==> src/rtl/next_pc_unit.sv <==
// next_pc_unit: PC register with prioritised jr/jump/branch redirects, stall parking,
// misaligned-target trap to an exception vector and a saturating redirect counter.
module next_pc_unit #(
    parameter int PC_W = 32,
    parameter logic [PC_W-1:0] RESET_PC = '0,
    parameter logic [PC_W-1:0] EXC_VECTOR = PC_W'('h180),
    parameter int CNT_W = 16
) (
    input  logic             clk,
    input  logic             reset,
    input  logic             stall,
    input  logic             branch_taken,
    input  logic [15:0]      branch_imm,
    input  logic             jump_en,
    input  logic [25:0]      jump_index,
    input  logic             jr_en,
    input  logic [PC_W-1:0]  jr_target,
    input  logic [PC_W-1:0]  id_pc_plus4,
    output logic [PC_W-1:0]  pc,
    output logic [PC_W-1:0]  pc_plus4,
    output logic             flush,
    output logic             addr_err,
    output logic [PC_W-1:0]  bad_addr,
    output logic [CNT_W-1:0] redirect_count
);
    logic [PC_W-1:0] bta, jta, req_target, apply_target, pend_target;
    logic            req, pend_valid, misaligned;

    assign pc_plus4     = pc + PC_W'(4);
    assign bta          = id_pc_plus4 + {{(PC_W-18){branch_imm[15]}}, branch_imm, 2'b00};
    assign jta          = {id_pc_plus4[PC_W-1:28], jump_index, 2'b00};
    assign req          = jr_en | jump_en | branch_taken;
    assign req_target   = jr_en ? jr_target : jump_en ? jta : bta;
    // A live request beats a parked one; alignment is judged only at apply time.
    assign apply_target = req ? req_target : pend_target;
    assign misaligned   = |apply_target[1:0];
    assign flush        = !stall && (req || pend_valid);

    always_ff @(posedge clk) begin
        if (reset) begin
            pc             <= RESET_PC;
            pend_valid     <= 1'b0;
            pend_target    <= '0;
            addr_err       <= 1'b0;
            bad_addr       <= '0;
            redirect_count <= '0;
        end else if (stall) begin
            addr_err <= 1'b0;
            if (req) begin
                pend_valid  <= 1'b1;
                pend_target <= req_target;
            end
        end else if (flush) begin
            pc             <= misaligned ? EXC_VECTOR : apply_target;
            pend_valid     <= 1'b0;
            addr_err       <= misaligned;
            if (misaligned) bad_addr <= apply_target;
            if (redirect_count != '1) redirect_count <= redirect_count + CNT_W'(1);
        end else begin
            pc       <= pc_plus4;
            addr_err <= 1'b0;
        end
    end
endmodule

==> config.mk <==
export PLATFORM = sky130hd
export DESIGN_NAME = next_pc_unit
export DESIGN_NICKNAME = d
export VERILOG_FILES = /design/src/rtl/next_pc_unit.sv
export SDC_FILE = /design/constraint.sdc
export NUM_CORES = 1
export LEC_CHECK = 0
export ABC_CLOCK_PERIOD_IN_PS = 3180
export BUFFER_PORTS_ARGS = -buffer_cell sky130_fd_sc_hd__buf_2
export CELL_PAD_IN_SITES_DETAIL_PLACEMENT = 0
export CELL_PAD_IN_SITES_GLOBAL_PLACEMENT = 1
export CORE_ASPECT_RATIO = 1.25
export CORE_MARGIN = 3
export CORE_UTILIZATION = 38
export DETAILED_ROUTE_END_ITERATION = 12
export PLACE_DENSITY = 0.79
export SETUP_SLACK_MARGIN = 0.02
export SLEW_MARGIN = 20
export SYNTH_ARGS = -nofsm -noshare
export SYNTH_HDL_FRONTEND = slang
export SYNTH_SLANG_ARGS = --single-unit
==> constraint.sdc <==
create_clock -name clk -period 3.18 [get_ports clk]
set_input_delay 0.477 -clock clk [delete_from_list [all_inputs] [get_ports clk]]
set_output_delay 0.477 -clock clk [all_outputs]
set_load 0.03 [all_outputs]
==> results.rst <==
.. list-table::
   :header-rows: 1

   * - Metric
     - Value
   * - Most used flip-flop cell after synthesis
     - sky130_fd_sc_hd__dfxtp_1
   * - CTS tree
     - yes
   * - Count of input and output buffers
     - 225
   * - Residual antenna-violating net count after detailed routing
     - 0
   * - Data required time of the critical path
     - 2700 ps
   * - Placer congestion estimate
     - 0.916
   * - Total setup violations reported at the end of the flow
     - 0
   * - Synth cell types
     - 85
   * - Total via count in the routed design
     - 8,163
   * - Async set or reset register ratio after synthesis
     - 0
   * - Sequential Power Share
     - 0.330
   * - Starting density of the core
     - 0.390
   * - Critical hold path startpoint
     - bad_addr[4]$_SDFFE_PP0P_
   * - Worst clock skew
     - 10.5 ps
   * - Number of levels in the clock H-tree
     - 4
   * - Number of top-level pins
     - 226
   * - Synth warn
     - 0
   * - Clock buffers created by TritonCTS
     - 17
   * - Tightest Hold Check Type
     - reg2reg
   * - Synth-to-layout area growth
     - 29.1%
   * - Pin count of the biggest net entering global routing
     - 83
   * - Number of placed instances, taps included
     - 1,464
   * - Remaining routing DRC violations
     - 0
   * - Most frequent standard cell in the layout excluding fill and tap cells
     - sky130_fd_sc_hd__buf_2
   * - Startpoint type of the worst setup path
     - flop
   * - Slowest cell on the critical path
     - sky130_fd_sc_hd__dfxtp_1
   * - Syn nets
     - 1,129
   * - Number of max-cap violations
     - 0
   * - Area of the mapped netlist
     - 7660 um^2
   * - Router iterations before antenna repair
     - 6
   * - Tightest Pin Transition
     - 920 ps
   * - FF/Latch Area
     - 2280 um^2
   * - Number of rows in the core area
     - 57
   * - Worst R2R End
     - pc[28]$_SDFFE_PP0N_
   * - Worst reg2reg path depth
     - 10
   * - Final Util
     - 0.504
   * - Gate Count Post-Synth
     - 985
   * - Mux contribution to synthesized area
     - 0.0158
   * - Crit Path Max Fanout
     - 6
   * - Fillers
     - 1,989
   * - Worst path bufs/invs
     - 1
   * - List of cells traversed by the critical path
     - ha_2, nand3_1, nor2_2, nand3_2, nor2_2, nand3_1, xnor2_1, buf_2
   * - Worst hold path stage count
     - 2
   * - Achievable frequency
     - 333 MHz
   * - Setup repair after global routing missed its margin
     - yes
   * - Part of the total power dissipated in the clock network
     - 0.407
   * - Leakage power of the design
     - 0.00449 uW
   * - Sum of overflow across all layers after global routing
     - 0
   * - Commonest cells after routing, fill and taps aside
     - sky130_fd_sc_hd__buf_2, sky130_fd_sc_hd__nor2_1, sky130_fd_sc_hd__dfxtp_1, sky130_fd_sc_hd__nand2_1, sky130_fd_sc_hd__a21oi_1
   * - Final hold violations
     - 0
   * - Detailed placer's ending HPWL
     - 21.1 mm
   * - Multi-input gate area
     - 4950 um^2
   * - Synthesized area per cell
     - 7.77 um^2
   * - Die width
     - 133 um
   * - Full die area
     - 21,900 um^2
   * - Die height
     - 165 um
   * - Xor-xnor portion of the synthesized cell area
     - 0.0727
   * - Outcome
     - finished clean
   * - Data arrival time of the worst path
     - 2530 ps
   * - Wire length of the first global-routing pass
     - 42.2 mm
   * - Int Power
     - 3260 uW
   * - Fin nets
     - 1,362
   * - Number of logic stages on the critical path including buffering
     - 8
   * - Period Utilization, post-route
     - 0.945
   * - Proportion of total power due to net switching
     - 0.328
   * - Reg-to-reg startpoint
     - pc[2]$_SDFFE_PP0N_
   * - Register area share after synthesis
     - 0.298
   * - Max-Slew Margin vs Limit
     - 0.387
   * - Drt via density
     - 5.45
   * - Overall global routing resource usage
     - 0.243
   * - Slowest cell delay on critical path
     - 410 ps
   * - Post-Synth Simple-Gate Area
     - 0.230
   * - Hold EP
     - bad_addr[4]$_SDFFE_PP0P_
   * - Net switching power
     - 1600 uW
   * - Sort of element at the end of the critical path
     - primary output
   * - Wire length per cell
     - 18.1 um
   * - Maximum VDD drop
     - 0.302 mV
   * - Category of the critical setup timing path
     - reg2out
   * - Number of max-slew violations in the final report
     - 0
   * - Root buffer selected by CTS
     - sky130_fd_sc_hd__clkbuf_16
   * - Clock Sink Count
     - 114
   * - Count of flip-flops with a built-in enable after synthesis
     - 0
   * - Post-Synth Adder-Cell Area
     - 0.0533
   * - Synth Area in Compound Gates
     - 0.269
   * - Buffers inserted during post-CTS setup optimization
     - 0
   * - Insertion delay of the later-clocked pin in the worst-skew pair
     - 410 ps
   * - Clock transition time at the flip-flop clock pins of the worst setup and hold paths
     - 50 ps
   * - CP delay by family, top
     - simple AND/OR/NAND/NOR gates
   * - Power density over the cells
     - 492 nW/um^2
   * - Synthesized flop and latch total
     - 114
   * - Bufs on Longest Clock Path
     - 2
   * - Final Instance Count excl. Fillers
     - 1,497
   * - Core ar.
     - 19,600 um^2
   * - Fraction of power consumed by combinational cells
     - 0.263
   * - Main combinational cell family by area after synthesis
     - compound AO/OA/AOI/OAI gates
   * - Flop2flop setup slack
     - 680 ps
   * - Number of antenna violations at the first check in global routing
     - 2
   * - Final Instance Area
     - 9880 um^2
   * - Final period demand of the worst path
     - 3000 ps
   * - Ratio of cells with drive above 1 in the final layout
     - 0.289
   * - Number of global-route vias before repair
     - 7,765
   * - Cell area reported after detailed placement
     - 9210 um^2
   * - Drt first-iter violations
     - 628
   * - Routed Wire Length
     - 27.2 mm
[layout make-up]
type                    count  area share
flip-flops and latches    114       0.231
clock buffers              18      0.0444
repair buffers            280       0.159
clock inverters            14      0.0182
inverters                  33      0.0125
multi-input cells         772       0.501
well taps                 265      0.0335
diodes                      1    0.000253
[logic make-up after synthesis]
kind of cell / after synthesis
xor gates and xnor gates: 61
AOI/OAI and AO/OA: 302
and+or+nand+nor: 365
adders and majority gates: 32
muxes: 12
DFF: 114
buffers and inverters: 99
[what timing repair did]
action                     in CTS  in global routing
setup endpoints to repair       2                  8
pin swaps                       1                  1
hold buffers                    0                  0
resized for setup               3                  8
[tightest hold or removal path, delay by kind of cell, from the launching register on]
kind,cells,cell delay [ps]
AND/OR/NAND/NOR,1,50
AO/OA/AOI/OAI,1,50
flip-flops,1,310
[synth_stat cells, types with 5 or more instances]
cell type                  number  area share
sky130_fd_sc_hd__nor2_1       132       0.065
sky130_fd_sc_hd__dfxtp_1      114        0.30
sky130_fd_sc_hd__nand2_1       94       0.046
sky130_fd_sc_hd__a21oi_1       90       0.059
sky130_fd_sc_hd__o21ai_0       42       0.027
sky130_fd_sc_hd__clkbuf_1      36       0.018
sky130_fd_sc_hd__xnor2_1       36       0.041
sky130_fd_sc_hd__a211oi_1      35       0.034
sky130_fd_sc_hd__inv_1         32       0.016
sky130_fd_sc_hd__ha_1          31       0.051
sky130_fd_sc_hd__a221oi_1      27       0.031
sky130_fd_sc_hd__nor3_1        26       0.017
sky130_fd_sc_hd__nand3_1       24       0.016
sky130_fd_sc_hd__xor2_1        22       0.025
sky130_fd_sc_hd__a21o_1        20       0.020
sky130_fd_sc_hd__buf_2         14      0.0092
sky130_fd_sc_hd__or3_1         14       0.011
sky130_fd_sc_hd__and3_1        11      0.0090
sky130_fd_sc_hd__mux2i_1       11       0.014
sky130_fd_sc_hd__nor3b_1       11       0.011
sky130_fd_sc_hd__a31oi_1       10      0.0082
sky130_fd_sc_hd__nand4_1        9      0.0074
sky130_fd_sc_hd__o211ai_1       8      0.0078
sky130_fd_sc_hd__a22oi_1        7      0.0069
sky130_fd_sc_hd__nand2b_1       7      0.0057
sky130_fd_sc_hd__nor2b_1        7      0.0057
sky130_fd_sc_hd__buf_4          5      0.0049
sky130_fd_sc_hd__o21a_1         5      0.0049
sky130_fd_sc_hd__o21ai_1        5      0.0033
sky130_fd_sc_hd__o21bai_1       5      0.0049
sky130_fd_sc_hd__o22ai_1        5      0.0041
[power by group through the flow]
stage | logic (uW) | registers [uW] | clock network (uW)
final | 1280 | 1600 | 1980
after CTS | 1270 | 1600 | 1990
after floorplan | 722 | 1740 | 0
after global routing | 1390 | 1610 | 2060
after global placement | 1260 | 1630 | 0
after detailed placement | 1270 | 1630 | 0
[metrics by stage]
stage                     hold WS (ps)  total power, uW  setup slack (ps)  setup TNS (ps)
final                              454             4860               176               0
after global routing               468             5070              13.3               0
after CTS                          452             4860              23.3               0
after detailed placement           444             2900             -40.2            -109
after global placement             438             2890             -8.12           -8.12
after floorplan                    441             2460               294               0
[registers in the layout, summed over array words and instances (netlist names)]
signal and cells:
bad_addr 32, pc 32, pend_target 32, redirect_count 16
addr_err 1, pend_valid 1
[how the worst max path moves through the flow]
stage / from / endpoint
2_1_floorplan: branch_imm[0] / pc[28]$_SDFFE_PP0N_
3_3_place_gp: branch_imm[0] / pc[18]$_SDFFE_PP0N_
3_5_place_dp: branch_imm[0] / pc[18]$_SDFFE_PP0N_
4_1_cts: pc[2]$_SDFFE_PP0N_ / pc_plus4[26]
5_1_grt: pc[2]$_SDFFE_PP0N_ / pc_plus4[20]
6_report: pc[2]$_SDFFE_PP0N_ / pc_plus4[20]
[metal layers]
layer / GRT usage / vias up / wire length [um]
met4: 0.0799 / 2 / 620
met1: 0.321 / 3768 / 11900
li1: - / 4033 / -
met3: 0.0478 / 43 / 1870
met5: 0 / - / 7
met2: 0.397 / 317 / 12800
(Power assumes the default switching activity.)
